--- config.mk ---
export PLATFORM = sky130hd
export DESIGN_NAME = ws2812_frame_decoder
export DESIGN_NICKNAME = d
export VERILOG_FILES = /design/src/rtl/ws2812_pkg.sv /design/src/rtl/ws2812_sync_edge.sv /design/src/rtl/ws2812_frame_decoder.sv
export SDC_FILE = /design/constraint.sdc
export NUM_CORES = 1
export LEC_CHECK = 0
export CORE_MARGIN = 10
export CORE_UTILIZATION = 57
export CTS_CLUSTER_SIZE = 24
export DETAILED_ROUTE_END_ITERATION = 8
export GPL_ROUTABILITY_DRIVEN = 0
export PLACE_DENSITY = 0.9
export RECOVER_POWER = 25
export SYNTH_ARGS = -nofsm -noshare
export SYNTH_HDL_FRONTEND = slang
export SYNTH_SLANG_ARGS = --single-unit
--- constraint.sdc ---
create_clock -name clk -period 2.7 [get_ports clk]
set_clock_uncertainty 0.05 [all_clocks]
set_input_delay 0.54 -clock clk [delete_from_list [all_inputs] [get_ports clk]]
set_output_delay 0.54 -clock clk [all_outputs]
set_load 0.01 [all_outputs]
--- src/rtl/ws2812_pkg.sv ---
// Shared WS2812 definitions: receiver state encoding, line timing constants
// and small helpers, common to the transmitter and the frame decoder.
package ws2812_pkg;

  localparam int CLK_PER_RESET = 2000;
  localparam int BIT_THRESH    = 24;
  localparam int MIN_HIGH      = 6;
  localparam int MAX_HIGH      = 60;
  localparam int T0H           = 16;
  localparam int T1H           = 32;

  typedef enum logic [1:0] {
    WAIT_RST = 2'd0,
    IDLE     = 2'd1,
    HIGH     = 2'd2,
    LOW      = 2'd3
  } ws_state_t;

  function automatic logic [7:0] sat_inc8(input logic [7:0] v);
    return (v == 8'hFF) ? v : v + 8'd1;
  endfunction

endpackage

--- src/rtl/ws2812_sync_edge.sv ---
// Two-flop synchronizer for the asynchronous WS2812 line, plus single-cycle
// rise/fall strobes derived from the synchronized level.
module ws2812_sync_edge (
  input  logic clk,
  input  logic res_n,
  input  logic din,
  output logic sdin,
  output logic rise,
  output logic fall
);

  logic meta_q;
  logic sync_q;
  logic prev_q;

  always_ff @(posedge clk or negedge res_n) begin
    if (!res_n) begin
      meta_q <= 1'b0;
      sync_q <= 1'b0;
      prev_q <= 1'b0;
    end else begin
      meta_q <= din;
      sync_q <= meta_q;
      prev_q <= sync_q;
    end
  end

  assign sdin = sync_q;
  assign rise = sync_q & ~prev_q;
  assign fall = ~sync_q & prev_q;

endmodule

--- src/rtl/ws2812_frame_decoder.sv ---
// WS2812B receive-only decoder: measures high pulse widths on the synchronized
// line, assembles 24-bit GRB pixels and reports frame boundaries and errors.
module ws2812_frame_decoder
  import ws2812_pkg::*;
#(
  parameter int CLK_PER_RESET = ws2812_pkg::CLK_PER_RESET,
  parameter int BIT_THRESH    = ws2812_pkg::BIT_THRESH,
  parameter int MIN_HIGH      = ws2812_pkg::MIN_HIGH,
  parameter int MAX_HIGH      = ws2812_pkg::MAX_HIGH
) (
  input  logic        clk,
  input  logic        res_n,
  input  logic        din,
  output logic [23:0] pixel_data,
  output logic        pixel_valid,
  output logic [7:0]  pixel_index,
  output logic        frame_done,
  output logic [7:0]  frame_len,
  output logic        bit_err,
  output logic        busy,
  output ws_state_t   state_dbg
);

  localparam int LW = $clog2(CLK_PER_RESET + 1);
  localparam int HW = $clog2(MAX_HIGH + 2);
  localparam logic [LW-1:0] LOW_LIM  = LW'(CLK_PER_RESET);
  localparam logic [HW-1:0] HIGH_LIM = HW'(MAX_HIGH);
  localparam logic [HW-1:0] MIN_H    = HW'(MIN_HIGH);
  localparam logic [HW-1:0] THRESH   = HW'(BIT_THRESH);

  logic sdin, rise, fall;

  ws2812_sync_edge u_sync (
    .clk  (clk),
    .res_n(res_n),
    .din  (din),
    .sdin (sdin),
    .rise (rise),
    .fall (fall)
  );

  ws_state_t   state, state_d;
  logic [LW-1:0] low_cnt, low_cnt_d, low_inc;
  logic [HW-1:0] high_cnt, high_cnt_d;
  logic [4:0]  bit_cnt, bit_cnt_d;
  logic [7:0]  pix_cnt, pix_cnt_d;
  // Holds the 23 earlier bits; the 24th goes straight into pixel_data.
  logic [22:0] shreg, shreg_d;
  logic [23:0] pixel_data_d;
  logic [7:0]  pixel_index_d, frame_len_d;
  logic        pixel_valid_d, frame_done_d, bit_err_d, busy_d;
  logic        bit_v, abort;

  assign low_inc   = (low_cnt == LOW_LIM) ? low_cnt : low_cnt + 1'b1;
  assign state_dbg = state;

  always_comb begin
    state_d       = state;
    low_cnt_d     = low_cnt;
    high_cnt_d    = high_cnt;
    bit_cnt_d     = bit_cnt;
    pix_cnt_d     = pix_cnt;
    shreg_d       = shreg;
    pixel_data_d  = pixel_data;
    pixel_index_d = pixel_index;
    frame_len_d   = frame_len;
    pixel_valid_d = 1'b0;
    frame_done_d  = 1'b0;
    bit_err_d     = 1'b0;
    busy_d        = busy;
    bit_v         = 1'b0;
    abort         = 1'b0;
    unique case (state)
      WAIT_RST: begin
        if (sdin) begin
          low_cnt_d = '0;
        end else if (low_inc == LOW_LIM) begin
          low_cnt_d = '0;
          state_d   = IDLE;
        end else begin
          low_cnt_d = low_inc;
        end
      end
      IDLE: begin
        if (rise) begin
          state_d    = HIGH;
          high_cnt_d = HW'(1);
          busy_d     = 1'b1;
        end
      end
      HIGH: begin
        if (fall) begin
          if (high_cnt < MIN_H) begin
            abort = 1'b1;
          end else begin
            bit_v   = (high_cnt >= THRESH);
            shreg_d = {shreg[21:0], bit_v};
            if (bit_cnt == 5'd23) begin
              pixel_data_d  = {shreg, bit_v};
              pixel_valid_d = 1'b1;
              pixel_index_d = pix_cnt;
              pix_cnt_d     = sat_inc8(pix_cnt);
              bit_cnt_d     = '0;
            end else begin
              bit_cnt_d = bit_cnt + 5'd1;
            end
            state_d   = LOW;
            low_cnt_d = LW'(1);
          end
        end else if (high_cnt == HIGH_LIM) begin
          abort = 1'b1;
        end else begin
          high_cnt_d = high_cnt + 1'b1;
        end
      end
      LOW: begin
        if (rise) begin
          state_d    = HIGH;
          high_cnt_d = HW'(1);
        end else if (low_inc == LOW_LIM) begin
          // A trailing partial pixel is reported but its bits are dropped.
          frame_done_d = 1'b1;
          frame_len_d  = pix_cnt;
          bit_err_d    = (bit_cnt != 5'd0);
          bit_cnt_d    = '0;
          pix_cnt_d    = '0;
          busy_d       = 1'b0;
          low_cnt_d    = '0;
          state_d      = IDLE;
        end else begin
          low_cnt_d = low_inc;
        end
      end
      default: state_d = WAIT_RST;
    endcase
    if (abort) begin
      bit_err_d  = 1'b1;
      state_d    = WAIT_RST;
      low_cnt_d  = '0;
      high_cnt_d = '0;
      bit_cnt_d  = '0;
      pix_cnt_d  = '0;
      busy_d     = 1'b0;
    end
  end

  always_ff @(posedge clk or negedge res_n) begin
    if (!res_n) begin
      state       <= WAIT_RST;
      low_cnt     <= '0;
      high_cnt    <= '0;
      bit_cnt     <= '0;
      pix_cnt     <= '0;
      shreg       <= '0;
      pixel_data  <= '0;
      pixel_index <= '0;
      frame_len   <= '0;
      pixel_valid <= 1'b0;
      frame_done  <= 1'b0;
      bit_err     <= 1'b0;
      busy        <= 1'b0;
    end else begin
      state       <= state_d;
      low_cnt     <= low_cnt_d;
      high_cnt    <= high_cnt_d;
      bit_cnt     <= bit_cnt_d;
      pix_cnt     <= pix_cnt_d;
      shreg       <= shreg_d;
      pixel_data  <= pixel_data_d;
      pixel_index <= pixel_index_d;
      frame_len   <= frame_len_d;
      pixel_valid <= pixel_valid_d;
      frame_done  <= frame_done_d;
      bit_err     <= bit_err_d;
      busy        <= busy_d;
    end
  end

endmodule

==> flow_summary.yaml <==
run_status:
  status: "finished, final reports clean"
synth:
  synth-adder-area-share_pct: 1.833
  synth_edf_count: 0
  synthSimpleGateAreaFrac_pct: 22.76
  synth_top_family_by_area: "simple AND/OR/NAND/NOR gates"
  avgSynthCellArea_um2: 9.441
  synth_warnings: 0
  synth-compound-area-share_pct: 12.05
  ys.flop_type: "dfrtp_1"
  ys_seq_area_share_pct: 53.43
  synthArstFlopShare_pct: 100.0
  postSynthCellCount: 506
  synth.mux.area_fraction_pct: 4.715
  synth_seq_cells: 102
  syn_area_um2: 4777
  yosys.cell_types.count: 56
  synth_xor_area_share_pct: 1.650
  syn_nets: 516
drt:
  dr.pass1.iters: 5
  wl_per_cell_um: 16.15
  vias: 3955
  drtIter0Drc: 254
  drcViolationCount: 0
  routed_via_density: 5.956
  routed_wl_mm: 10.72
  antenna_left: 0
cells_and_area:
  fillers: 626
  design_area_um2: 5570
  nets: 564
  syn2layout_area_growth_pct: 16.61
  register_area_um2: 2554
  fin_util_pct: 68.14
  drive_gt1_share_pct: 10.91
  antennaDiodeCount: 0
  multi_input_area_um2: 2066
global_route:
  grt_pass1_wl_mm: 18.40
  grt.overflow.total: 0
  grt_usage_pct: 17.19
  grt_pass1_vias: 3801
  antenna_found_initial: 0
  grt_max_degree: 48
hold_path:
  hold_class: "reg -> reg"
  hold_path_depth: 0
  whs_endpoint: "u_sync.sdin"
  hp-start: "u_sync.meta_q"
pwr:
  combPwrFrac_pct: 2.7
  power.clock.fraction_pct: 36.6
  p_seq_share_pct: 60.7
  vdd_drop_max_uv: 227.6
  power_leakage_nw: 2.713
  power.share.switching_pct: 24.25
  p_sw_w: 0.0006158
  internal-power_w: 0.001924
  powerDensity_nw_per_um2: 456.0
setup_path:
  cp.required_ns: 2.94
  r2r_cells: 10
  slowest_delay_ns: 0.47
  critical_path_class: "reg -> reg"
  start_kind: "register"
  path_cells: "inv_2 -> ha_1 -> nand2_1 -> or4_4 -> a21bo_1 -> a32o_2 -> nand3_4 -> buf_4 -> nand2_1 -> a31oi_1"
  worst_setup_path_end_kind: "register"
  r2r_end: "pix_cnt[0]"
  r2r_start: "low_cnt[0]"
  crit_arrival_ns: 2.78
  cp_top_family: "simple AND/OR/NAND/NOR gates"
  regToRegSetupSlack_ns: 0.16
  path_buf_inv: 2
  cp_slowest_cell: "dfrtp_2"
  cp_max_fo: 16
  crit_top_cell: "nand2_1"
place:
  dp_hpwl_mm: 7.580
  port-buffer-count: 48
  placedInstanceArea_um2: 5374
timing:
  rsz0062_at_grt: "yes"
  setup_viol: 0
  fmax_ghz: 0.3941
  tns_ns: 0
  worst_slew_pin_slew_ns: 1.195
  drv_slew: 0
  period_share_pct: 93.97
  slew_headroom_pct: 20.34
  final.min_clock_period_ns: 2.537
  hold_violations: 0
die:
  rows: 33
  core_um2: 8175
  die-area_um2: 12440
  start_util_pct: 58.43
  fp.dieH_um: 111.5
  num_io_pins: 49
  die_width_um: 111.5
clocking:
  root_buffer: "clkbuf_8"
  cts_max_path_buffers: 2
  clk_pin_slew_worst_paths_ns: 0.10
  cts_buffers: 9
  htree_levels: 3
  insertion_delay_ns: 0.37
  cts_setup_buffers: 0
  cts_sinks: 102
  cts_tree: "yes"
run:
  drv_cap: 0
## cells in the mapped netlist, types with 3 or more instances
| cell type | count | share of area [%] |
|---|---|---|
| mux2i_1 | 3 | 0.63 |
| a41oi_1 | 3 | 0.55 |
| ha_1 | 7 | 1.8 |
| xnor2_1 | 6 | 1.1 |
| xor2_1 | 3 | 0.55 |
| a21o_1 | 7 | 1.1 |
| a21oi_1 | 22 | 2.3 |
| nand4_1 | 6 | 0.79 |
| buf_2 | 9 | 0.94 |
| dfrtp_1 | 102 | 53 |
| clkbuf_1 | 11 | 0.86 |
| nand3_1 | 16 | 1.7 |
| mux2_4 | 7 | 2.2 |
| a31oi_1 | 16 | 2.1 |
| nor2b_1 | 4 | 0.52 |
| nand2_1 | 167 | 13 |
| nor3_1 | 6 | 0.63 |
| and3_1 | 6 | 0.79 |
| nor2_1 | 21 | 1.7 |
| o21ai_0 | 17 | 1.8 |
| mux2_2 | 8 | 1.9 |
| or3_1 | 3 | 0.39 |
| inv_1 | 14 | 1.1 |
## how the worst max path moves through the flow
stage | end | slack [ns] | from | cells past startpoint
2_1_floorplan | frame_len[1] | 0.27 | low_cnt[0] | 10
3_3_place_gp | frame_len[0] | 0.22 | low_cnt[0] | 9
3_5_place_dp | frame_len[0] | 0.09 | low_cnt[0] | 10
4_1_cts | frame_len[0] | 0.09 | low_cnt[0] | 10
5_1_grt | state_dbg[1] | 0.008 | low_cnt[0] | 10
6_report | pix_cnt[0] | 0.16 | low_cnt[0] | 10
## cells by family (layout without fill, tap and decap cells)
kind of cell / Yosys count / count (layout)
AO/OA/AOI/OAI: 87 / 87
XOR/XNOR: 9 / 9
adder cells (fa/ha/maj): 7 / 7
buffers and inverters: 39 / 92
flip-flops: 102 / 102
multiplexers: 18 / 18
AND/OR/NAND/NOR: 244 / 244
## flip-flops by register name, indices dropped and copies added (netlist names), 2 cells and up
| register | cells |
|---|---|
| high_cnt | 6 |
| frame_len | 8 |
| pix_cnt | 8 |
| pixel_index | 8 |
| bit_cnt | 5 |
| state_dbg | 2 |
| pixel_data | 24 |
| low_cnt | 11 |
| shreg | 23 |
## stage by stage
| step | hold slack (ns) | power, W | cells | setup WS [ns] |
|---|---|---|---|---|
| CTS | 0.1430 | 0.002557 | 664 | 0.08513 |
| global route | 0.3294 | 0.002630 | 664 | 0.008149 |
| global placement | 0.2868 | 0.001637 | 648 | 0.2217 |
| finish | 0.3079 | 0.002540 | 664 | 0.1627 |
| floorplan | 0.1944 | 0.001597 | 506 | 0.2681 |
| detailed placement | 0.2881 | 0.001642 | 648 | 0.09168 |
## layout make-up
cell class	instances	share of cell area, %
Clock inverter	6	1.011
Multi-Input combinational cell	365	37.08
Sequential cell	102	45.84
Inverter	14	0.9434
Clock buffer	10	2.471
Tap cell	105	2.358
Timing Repair Buffer	62	10.29
## placed cells by master (no fill, tap or decap), types with 2 or more instances in the layout
cell             instances
clkbuf_1                 2
a21oi_1                 21
nand2b_1                 2
a21o_1                   7
o21a_1                   2
o21ai_0                 17
and3_1                   6
or3_1                    3
clkdlybuf4s50_1         46
nand2_1                167
nor2b_1                  4
nor4b_2                  2
clkbuf_8                10
xnor2_1                  6
inv_1                   13
nand4_1                  6
nand3_1                 16
ha_1                     6
mux2i_1                  3
mux2_2                   8
o22ai_1                  2
buf_4                   12
nor2_1                  21
and4_1                   2
a22o_1                   2
a32o_1                   2
a41oi_1                  3
mux2_4                   7
xor2_1                   3
a31oi_1                 16
dfrtp_1                101
clkinv_4                 3
nor3_1                   6
## layer usage
| metal | vias to the layer above | routed length, um | GRT usage [%] | share of wire [%] |
|---|---|---|---|---|
| met5 | - | 0 | 0 | 0 |
| met4 | 0 | 212 | 6.427 | 2.0 |
| met3 | 25 | 752 | 4.563 | 7.0 |
| met2 | 141 | 5184 | 27.82 | 48 |
| met1 | 1971 | 4572 | 21.59 | 43 |
| li1 | 1818 | - | - | - |
## power by group through the flow
stage               Sequential (W)  Combinational [W]  Clock (W)
floorplan                  0.00157          0.0000298          0
global placement           0.00157          0.0000670          0
detailed placement         0.00157          0.0000709          0
CTS                        0.00154          0.0000713   0.000945
global route               0.00154          0.0000782    0.00101
finish                     0.00154          0.0000679   0.000930
## what timing repair did
action,4_1_cts,5_1_grt
setup endpoints to repair,0,17
hold buffers,0,0
gates resized for setup,0,4
Power figures use the tool's default switching activity.
